$ cat src/rtl/access_pkg.sv
// Shared state codes and status-lamp colours for the gate access controller.
// PROG is only reachable when ACCESS_PROG_EN is defined.
package access_pkg;

    typedef enum logic [2:0] {
        IDLE    = 3'd0,
        ENTRY   = 3'd1,
        CHECK   = 3'd2,
        GRANTED = 3'd3,
        DENIED  = 3'd4,
        LOCK    = 3'd5,
        PROG    = 3'd6
    } state_t;

    localparam logic [2:0] RGB_IDLE  = 3'b001;
    localparam logic [2:0] RGB_ENTRY = 3'b011;
    localparam logic [2:0] RGB_OPEN  = 3'b010;
    localparam logic [2:0] RGB_DENY  = 3'b100;
    localparam logic [2:0] RGB_PROG  = 3'b111;
    localparam logic [2:0] RGB_OFF   = 3'b000;

    function automatic logic [2:0] state_rgb(state_t s, logic blink);
        logic [2:0] c;
        c = RGB_IDLE;
        case (s)
            IDLE:    c = RGB_IDLE;
            ENTRY:   c = RGB_ENTRY;
            CHECK:   c = RGB_ENTRY;
            GRANTED: c = RGB_OPEN;
            DENIED:  c = RGB_DENY;
            LOCK:    c = blink ? RGB_DENY : RGB_OFF;
            PROG:    c = RGB_PROG;
            default: c = RGB_IDLE;
        endcase
        return c;
    endfunction

endpackage

$ cat src/rtl/access_ctrl_n_debounce.sv
// One keypad button: 2-flop synchroniser, stability counter and a
// single-cycle pulse on each accepted released-to-pressed change.
module btn_debounce #(
    parameter int DEB_CYCLES = 1_000_000
) (
    input  logic clock,
    input  logic reset,
    input  logic bot,
    output logic press
);

    localparam int CW = $clog2(DEB_CYCLES + 1);

    logic          s1;
    logic          s2;
    logic          lvl;
    logic [CW-1:0] cnt;

    // raw input is active-low; lvl holds the debounced "pressed" level
    always_ff @(posedge clock) begin
        if (reset) begin
            s1    <= 1'b1;
            s2    <= 1'b1;
            lvl   <= 1'b0;
            cnt   <= '0;
            press <= 1'b0;
        end else begin
            s1    <= bot;
            s2    <= s1;
            press <= 1'b0;
            if (~s2 != lvl) begin
                if (cnt == CW'(DEB_CYCLES - 1)) begin
                    lvl   <= ~s2;
                    cnt   <= '0;
                    press <= ~s2;
                end else begin
                    cnt <= cnt + 1'b1;
                end
            end else begin
                cnt <= '0;
            end
        end
    end

endmodule

$ cat src/rtl/access_ctrl_n.sv
// Gate access controller: debounced keypad code entry, timed open window,
// try budget and lockout. Define ACCESS_PROG_EN for in-field reprogramming.
module access_ctrl_n
    import access_pkg::*;
#(
    parameter int NBTN       = 4,
    parameter int SYM_W      = 2,
    parameter int CODE_LEN   = 4,
    parameter logic [CODE_LEN*SYM_W-1:0] DEFAULT_CODE = 8'b11_10_01_00,
    parameter int MAX_TRIES  = 3,
    parameter int TICK_DIV   = 50_000_000,
    parameter int DEB_CYCLES = 1_000_000,
    parameter int OPEN_T     = 5,
    parameter int DENY_T     = 2,
    parameter int LOCK_T     = 20,
    parameter int ENTRY_TO   = 10
) (
    input  logic            clock,
    input  logic            reset,
    input  logic [NBTN-1:0] bot,
    input  logic            car,
`ifdef ACCESS_PROG_EN
    input  logic            prog,
`endif
    output logic            canc,
    output logic [2:0]      rgb,
    output logic [2:0]      state,
    output logic [3:0]      digits,
    output logic [2:0]      tries_left
);

    localparam int KW = CODE_LEN * SYM_W;
    localparam int PW = $clog2(TICK_DIV + 1);
    localparam int TW = 16;

    state_t          st;
    state_t          nxt;
    logic [NBTN-1:0] pulse;
    logic            press_any;
    logic [SYM_W-1:0] sym;
    logic [KW-1:0]   code_in;
    logic [KW-1:0]   code_q;
    logic [KW-1:0]   code_sh;
    logic [PW-1:0]   presc;
    logic [TW-1:0]   tcnt;
    logic [TW-1:0]   tlim;
    logic            tick;
    logic            tdone;
    logic            take;
    logic            commit;
    logic            restart;
    logic            match;
    logic            blink;

    for (genvar g = 0; g < NBTN; g++) begin : g_btn
        btn_debounce #(.DEB_CYCLES(DEB_CYCLES)) u_deb (
            .clock (clock),
            .reset (reset),
            .bot   (bot[g]),
            .press (pulse[g])
        );
    end

    // lowest index wins when several pulses coincide
    always_comb begin
        press_any = 1'b0;
        sym       = '0;
        for (int i = NBTN - 1; i >= 0; i--) begin
            if (pulse[i]) begin
                press_any = 1'b1;
                sym       = SYM_W'(i);
            end
        end
    end

    // first symbol entered ends up in the LSBs after CODE_LEN shifts
    assign code_sh = {sym, code_in[KW-1:SYM_W]};
    assign match   = (code_in == code_q);
    assign tick    = (presc == PW'(TICK_DIV - 1));
    assign tdone   = tick && (tcnt == tlim - 1'b1);

    always_comb begin
        tlim = TW'(ENTRY_TO);
        case (st)
            GRANTED: tlim = TW'(OPEN_T);
            DENIED:  tlim = TW'(DENY_T);
            LOCK:    tlim = TW'(LOCK_T);
            default: tlim = TW'(ENTRY_TO);
        endcase
    end

    always_ff @(posedge clock) begin
        if (reset) st <= IDLE;
        else       st <= nxt;
    end

    always_comb begin
        nxt    = st;
        take   = 1'b0;
        commit = 1'b0;
        case (st)
            IDLE: begin
                if (press_any && car) begin
                    nxt  = ENTRY;
                    take = 1'b1;
                end
            end
            ENTRY: begin
                if (!car || tdone) begin
                    nxt = IDLE;
                end else if (press_any) begin
                    take = 1'b1;
                    if (digits == 4'(CODE_LEN - 1)) nxt = CHECK;
                end
            end
            CHECK: begin
                if (match)                nxt = GRANTED;
                else if (tries_left <= 1) nxt = LOCK;
                else                      nxt = DENIED;
            end
            GRANTED: begin
                if (tdone) nxt = IDLE;
`ifdef ACCESS_PROG_EN
                if (prog) nxt = PROG;
`endif
            end
            DENIED:  if (tdone) nxt = IDLE;
            LOCK:    if (tdone) nxt = IDLE;
`ifdef ACCESS_PROG_EN
            PROG: begin
                if (tdone) begin
                    nxt = IDLE;
                end else if (press_any) begin
                    take = 1'b1;
                    if (digits == 4'(CODE_LEN - 1)) begin
                        nxt    = IDLE;
                        commit = 1'b1;
                    end
                end
            end
`endif
            default: nxt = IDLE;
        endcase
        restart = (nxt != st) || take;
    end

    always_ff @(posedge clock) begin
        if (reset) begin
            digits     <= '0;
            tries_left <= 3'(MAX_TRIES);
            code_in    <= '0;
            presc      <= '0;
            tcnt       <= '0;
            blink      <= 1'b1;
        end else begin
            if (restart) begin
                presc <= '0;
                tcnt  <= '0;
            end else if (tick) begin
                presc <= '0;
                tcnt  <= tcnt + 1'b1;
            end else begin
                presc <= presc + 1'b1;
            end
            if (nxt != st)  blink <= 1'b1;
            else if (tick)  blink <= ~blink;
            if (take) begin
                code_in <= code_sh;
                digits  <= digits + 1'b1;
            end
            if (nxt == IDLE || st == CHECK) digits <= '0;
            if (st == CHECK) begin
                if (match)                 tries_left <= 3'(MAX_TRIES);
                else if (tries_left != '0) tries_left <= tries_left - 1'b1;
            end
            if (st == LOCK && nxt == IDLE) tries_left <= 3'(MAX_TRIES);
        end
    end

`ifdef ACCESS_PROG_EN
    // the entry register doubles as the programming shadow
    always_ff @(posedge clock) begin
        if (reset)       code_q <= DEFAULT_CODE;
        else if (commit) code_q <= code_sh;
    end
`else
    assign code_q = DEFAULT_CODE;
`endif

    assign canc  = (st == GRANTED);
    assign state = st;
    assign rgb   = state_rgb(st, blink);

endmodule

$ cat config.mk
export PLATFORM = sky130hd
export DESIGN_NAME = access_ctrl_n
export DESIGN_NICKNAME = d
export VERILOG_FILES = /design/src/rtl/access_pkg.sv /design/src/rtl/access_ctrl_n_debounce.sv /design/src/rtl/access_ctrl_n.sv
export SDC_FILE = /design/constraint.sdc
export NUM_CORES = 1
export LEC_CHECK = 0
export ABC_AREA = 1
export CORE_ASPECT_RATIO = 0.6
export CORE_UTILIZATION = 61
export CTS_CLUSTER_DIAMETER = 120
export DETAILED_ROUTE_END_ITERATION = 6
export PLACE_DENSITY = 0.88
export SLEW_MARGIN = 30
export SYNTH_ARGS = -nofsm -noshare
export SYNTH_HDL_FRONTEND = slang
export SYNTH_SLANG_ARGS = --single-unit
$ cat constraint.sdc
create_clock -name clock -period 3.15 [get_ports clock]
set_input_delay 0.63 -clock clock [delete_from_list [all_inputs] [get_ports clock]]
set_output_delay 0.63 -clock clock [all_outputs]
set_load 0.02 [all_outputs]
==> flow_metrics.py <==
metrics = {
    "sta": {
        "fin_tns_setup_ns": 0,
        "fin_crit_sh": 0.883,
        "timing.fmax_mhz": 360,
        "clock_skew_ns": 0.00727,
        "tightest_slew_ns": 0.828,
        "setup_viol": 0,
        "slew_headroom": 0.443,
        "finalCriticalPeriod_ns": 2.78,
        "rsz0062_at_grt": "false",
        "hold_violations": 0,
        "drv_slew": 0,
        "timing.hold.ws_ns": 0.408,
    },
    "clock_network": {
        "cts_hold_buf": 0,
        "cts_resized": 0,
        "cts_tree": "built",
        "cts_buffers": 17,
        "clkTransAtPathRegs_ns": 0.06,
        "clkLatencyLatePin_ns": 0.42,
        "htree_levels": 4,
        "cts-root-buf": "clkbuf_16",
        "cts_buffer_depth": 2,
        "post_cts_buffers": 0,
        "cts.sinks": 157,
    },
    "layout": {
        "fin_util": 0.720,
        "fillers": 881,
        "layout.nets": 1050,
        "antenna-diode-count": 0,
        "syn2layout_area_growth_pct": 12.8,
        "drive_gt1_frac": 0.0757,
    },
    "worst_setup_path": {
        "max_stage_delay_ns": 0.52,
        "path_max_fanout": 14,
        "startpoint_type": "flip-flop",
        "cp.required_ns": 3.46,
        "worstSetupPathType": "reg -> reg",
        "crit_path_cell_trace": "inv_2, nand3_2, nand2_1, ha_1, inv_1, nand2_1, nand2_1, nor2_1, nand3_1, nor2_1, nand3_2, nand2_2, inv_2, o21ai_4, buf_4, inv_2, o21ai_0, a21oi_1",
        "cp-end-kind": "flip-flop",
        "crit_buf_inv": 5,
        "worst_path_max_delay_cell": "dfxtp_1",
        "crit_family": "simple AND/OR/NAND/NOR gates",
        "cp.arrival_ns": 3.09,
    },
    "global_route": {
        "track_usage": 0.265,
        "grt_pass1_vias": 5774,
        "antenna_found_initial": 0,
        "grt_pass1_wl_mm": 26.2,
        "gr-total-overflow": 0,
        "grt_max_degree": 27,
    },
    "power_and_ir_drop": {
        "ir_drop_mv": 0.394,
        "p_per_area_mw_per_mm2": 500,
        "share_seq_of_total_power": 0.484,
        "swShare": 0.203,
        "power_leakage_nw": 2.99,
        "clkPwrFrac": 0.503,
        "p_int_w": 0.00330,
        "total_power_w": 0.00414,
        "power_frac_comb": 0.013,
        "netSwitchingPower_w": 0.000840,
    },
    "die": {
        "num_rows": 30,
        "core_sq_mm": 0.0115,
        "start_util": 0.639,
        "dieArea_sq_mm": 0.0125,
        "die_w_microns": 144,
        "die_h_microns": 86.9,
        "pin_count": 21,
    },
    "routing": {
        "via_count": 6360,
        "via_per_inst": 5.28,
        "drt-pass1-iter-count": 5,
        "ant_nets": 0,
        "wirelength_mm": 15.2,
        "drc": 0,
        "wl_per_cell_microns": 12.6,
        "drt_iter0_markers": 640,
    },
    "synthesis": {
        "synth-seq-cells": 157,
        "ys_seq_area_frac": 0.428,
        "async_flop_share": 0,
        "synthCells": 1006,
        "ys.flop_type": "dfxtp_1",
        "synth.distinct_cells": 40,
        "synth_area_per_cell_sq_um": 7.29,
        "ys_warn_count": 0,
        "syn-num-nets": 1024,
        "synth_area_sq_mm": 0.00734,
        "synth_edf_count": 0,
    },
    "outcome": {
        "status": "complete, no violations",
    },
    "placed_design": {
        "globalplace.congestion": 0.891,
        "io_buffer_count": 20,
        "place.detailed.hpwl_mm": 10.4,
    },
    "run": {
        "drv_cap": 0,
    },
    "min_path": {
        "hold_class": "reg -> reg",
    },
}
[final cells by class]
class | instances | area [sq um] | share of cell area
Tap cell | 160 | 200 | 0.0242
Inverter | 129 | 484 | 0.0585
Multi-Input combinational cell | 704 | 3620 | 0.438
Sequential cell | 157 | 3140 | 0.380
Clock inverter | 10 | 139 | 0.0168
Clock buffer | 21 | 460 | 0.0557
Timing Repair Buffer | 23 | 223 | 0.0269
[layout by cell type (no fill, tap or decap), types with 4 or more instances in the layout]
cell             synthesis  routed
nand2_1                192     192
nor2_1                 167     167
dfxtp_1                157     157
inv_1                  118     118
a21oi_1                 58      58
nand3_1                 53      53
xor2_1                  41      41
nand4_1                 28      28
or2_2                   25      25
nor3_1                  24      24
nor4_1                  22      22
clkdlybuf4s50_1          0      20
o21ai_0                 19      19
xnor2_1                 17      17
clkbuf_16                0      17
nor3b_1                 11      11
ha_1                    11      11
inv_2                    8       8
nand3b_1                 5       5
o21bai_1                 5       5
nand3_2                  4       4
o21a_1                   4       4
[worst register-to-register path, stage by stage, from the launching register on]
cell and delay, ns:
dfxtp_1 0.52, inv_2 0.11, nand3_2 0.14, nand2_1 0.12
ha_1 0.31, inv_1 0.04, nand2_1 0.05, nand2_1 0.04
nor2_1 0.08, nand3_1 0.08, nor2_1 0.12, nand3_2 0.13
nand2_2 0.10, inv_2 0.05, o21ai_4 0.18, buf_4 0.24
inv_2 0.11, o21ai_0 0.18, a21oi_1 0.06
[per-layer routing]
| metal | track usage | wire (microns) | vias up |
|---|---|---|---|
| met5 | 0 | 0 | - |
| met4 | 0.114 | 287 | 0 |
| met3 | 0.0594 | 940 | 30 |
| met2 | 0.379 | 6240 | 205 |
| met1 | 0.381 | 7740 | 2836 |
| li1 | - | - | 3289 |
[power groups by stage]
stage | Sequential (W) | Combinational [W] | Clock (W)
floorplan | 0.00204 | 0.0000399 | 0
global placement | 0.00205 | 0.0000525 | 0
detailed placement | 0.00205 | 0.0000537 | 0
CTS | 0.00200 | 0.0000543 | 0.00210
global route | 0.00200 | 0.0000611 | 0.00220
finish | 0.00200 | 0.0000544 | 0.00208
[sequential cells by signal (all words and copies together), names as in the netlist]
name               flops
blink                  1
code_in                8
digits                 4
g_btn.u_deb.cnt       80
g_btn.u_deb.lvl        4
g_btn.u_deb.press      4
g_btn.u_deb.s1         4
g_btn.u_deb.s2         4
presc                 26
state                  3
tcnt                  16
tries_left             3
[path summary, 6_finish.rpt]
kind | from | end | slack [ns] | cells past startpoint
worst max-delay path | state[2] | code_in[2] | 0.37 | 18
worst min-delay path | g_btn[3].u_deb.s1 | g_btn[3].u_deb.s2 | 0.41 | 1
worst max register to register | state[2] | code_in[2] | 0.37 | 18
worst min register to register | g_btn[3].u_deb.s1 | g_btn[3].u_deb.s2 | 0.41 | 1
[per-stage QoR]
stage / setup slack, ns / instance area (sq um) / instances
3_5_place_dp: 0.482 / 7670 / 1173
2_1_floorplan: 0.686 / 7340 / 1006
6_report: 0.369 / 8270 / 1204
3_3_place_gp: 0.595 / 7670 / 1173
5_1_grt: 0.0689 / 8270 / 1204
4_1_cts: 0.412 / 8270 / 1204
[cells by family (layout without fill, tap and decap cells)]
group                    count (synthesis)  after routing  share of synthesized area
AND/OR/NAND/NOR                        540            540                      0.333
flip-flops                             157            157                      0.428
buffers and inverters                  145            183                     0.0776
AO/OA/AOI/OAI                           95             95                     0.0728
XOR/XNOR                                58             58                     0.0692
adder cells (fa/ha/maj)                 11             11                     0.0188
[synthesized netlist by cell type (4+ instances only)]
library cell  count  share of area
o21bai_1          5         0.0051
inv_1           118          0.060
nand4_1          28          0.024
xnor2_1          17          0.020
clkbuf_1         10         0.0051
nor3b_1          11          0.011
nand3_2           4         0.0055
nor2_1          167          0.085
nor4_1           22          0.019
dfxtp_1         157           0.43
nand3_1          53          0.036
o21ai_0          19          0.013
inv_2             8         0.0041
nand2_1         192          0.098
nand3b_1          5         0.0051
a21oi_1          58          0.040
nor3_1           24          0.016
ha_1             11          0.019
o21a_1            4         0.0041
xor2_1           41          0.049
or2_2            25          0.021
Power figures use the tool's default switching activity.
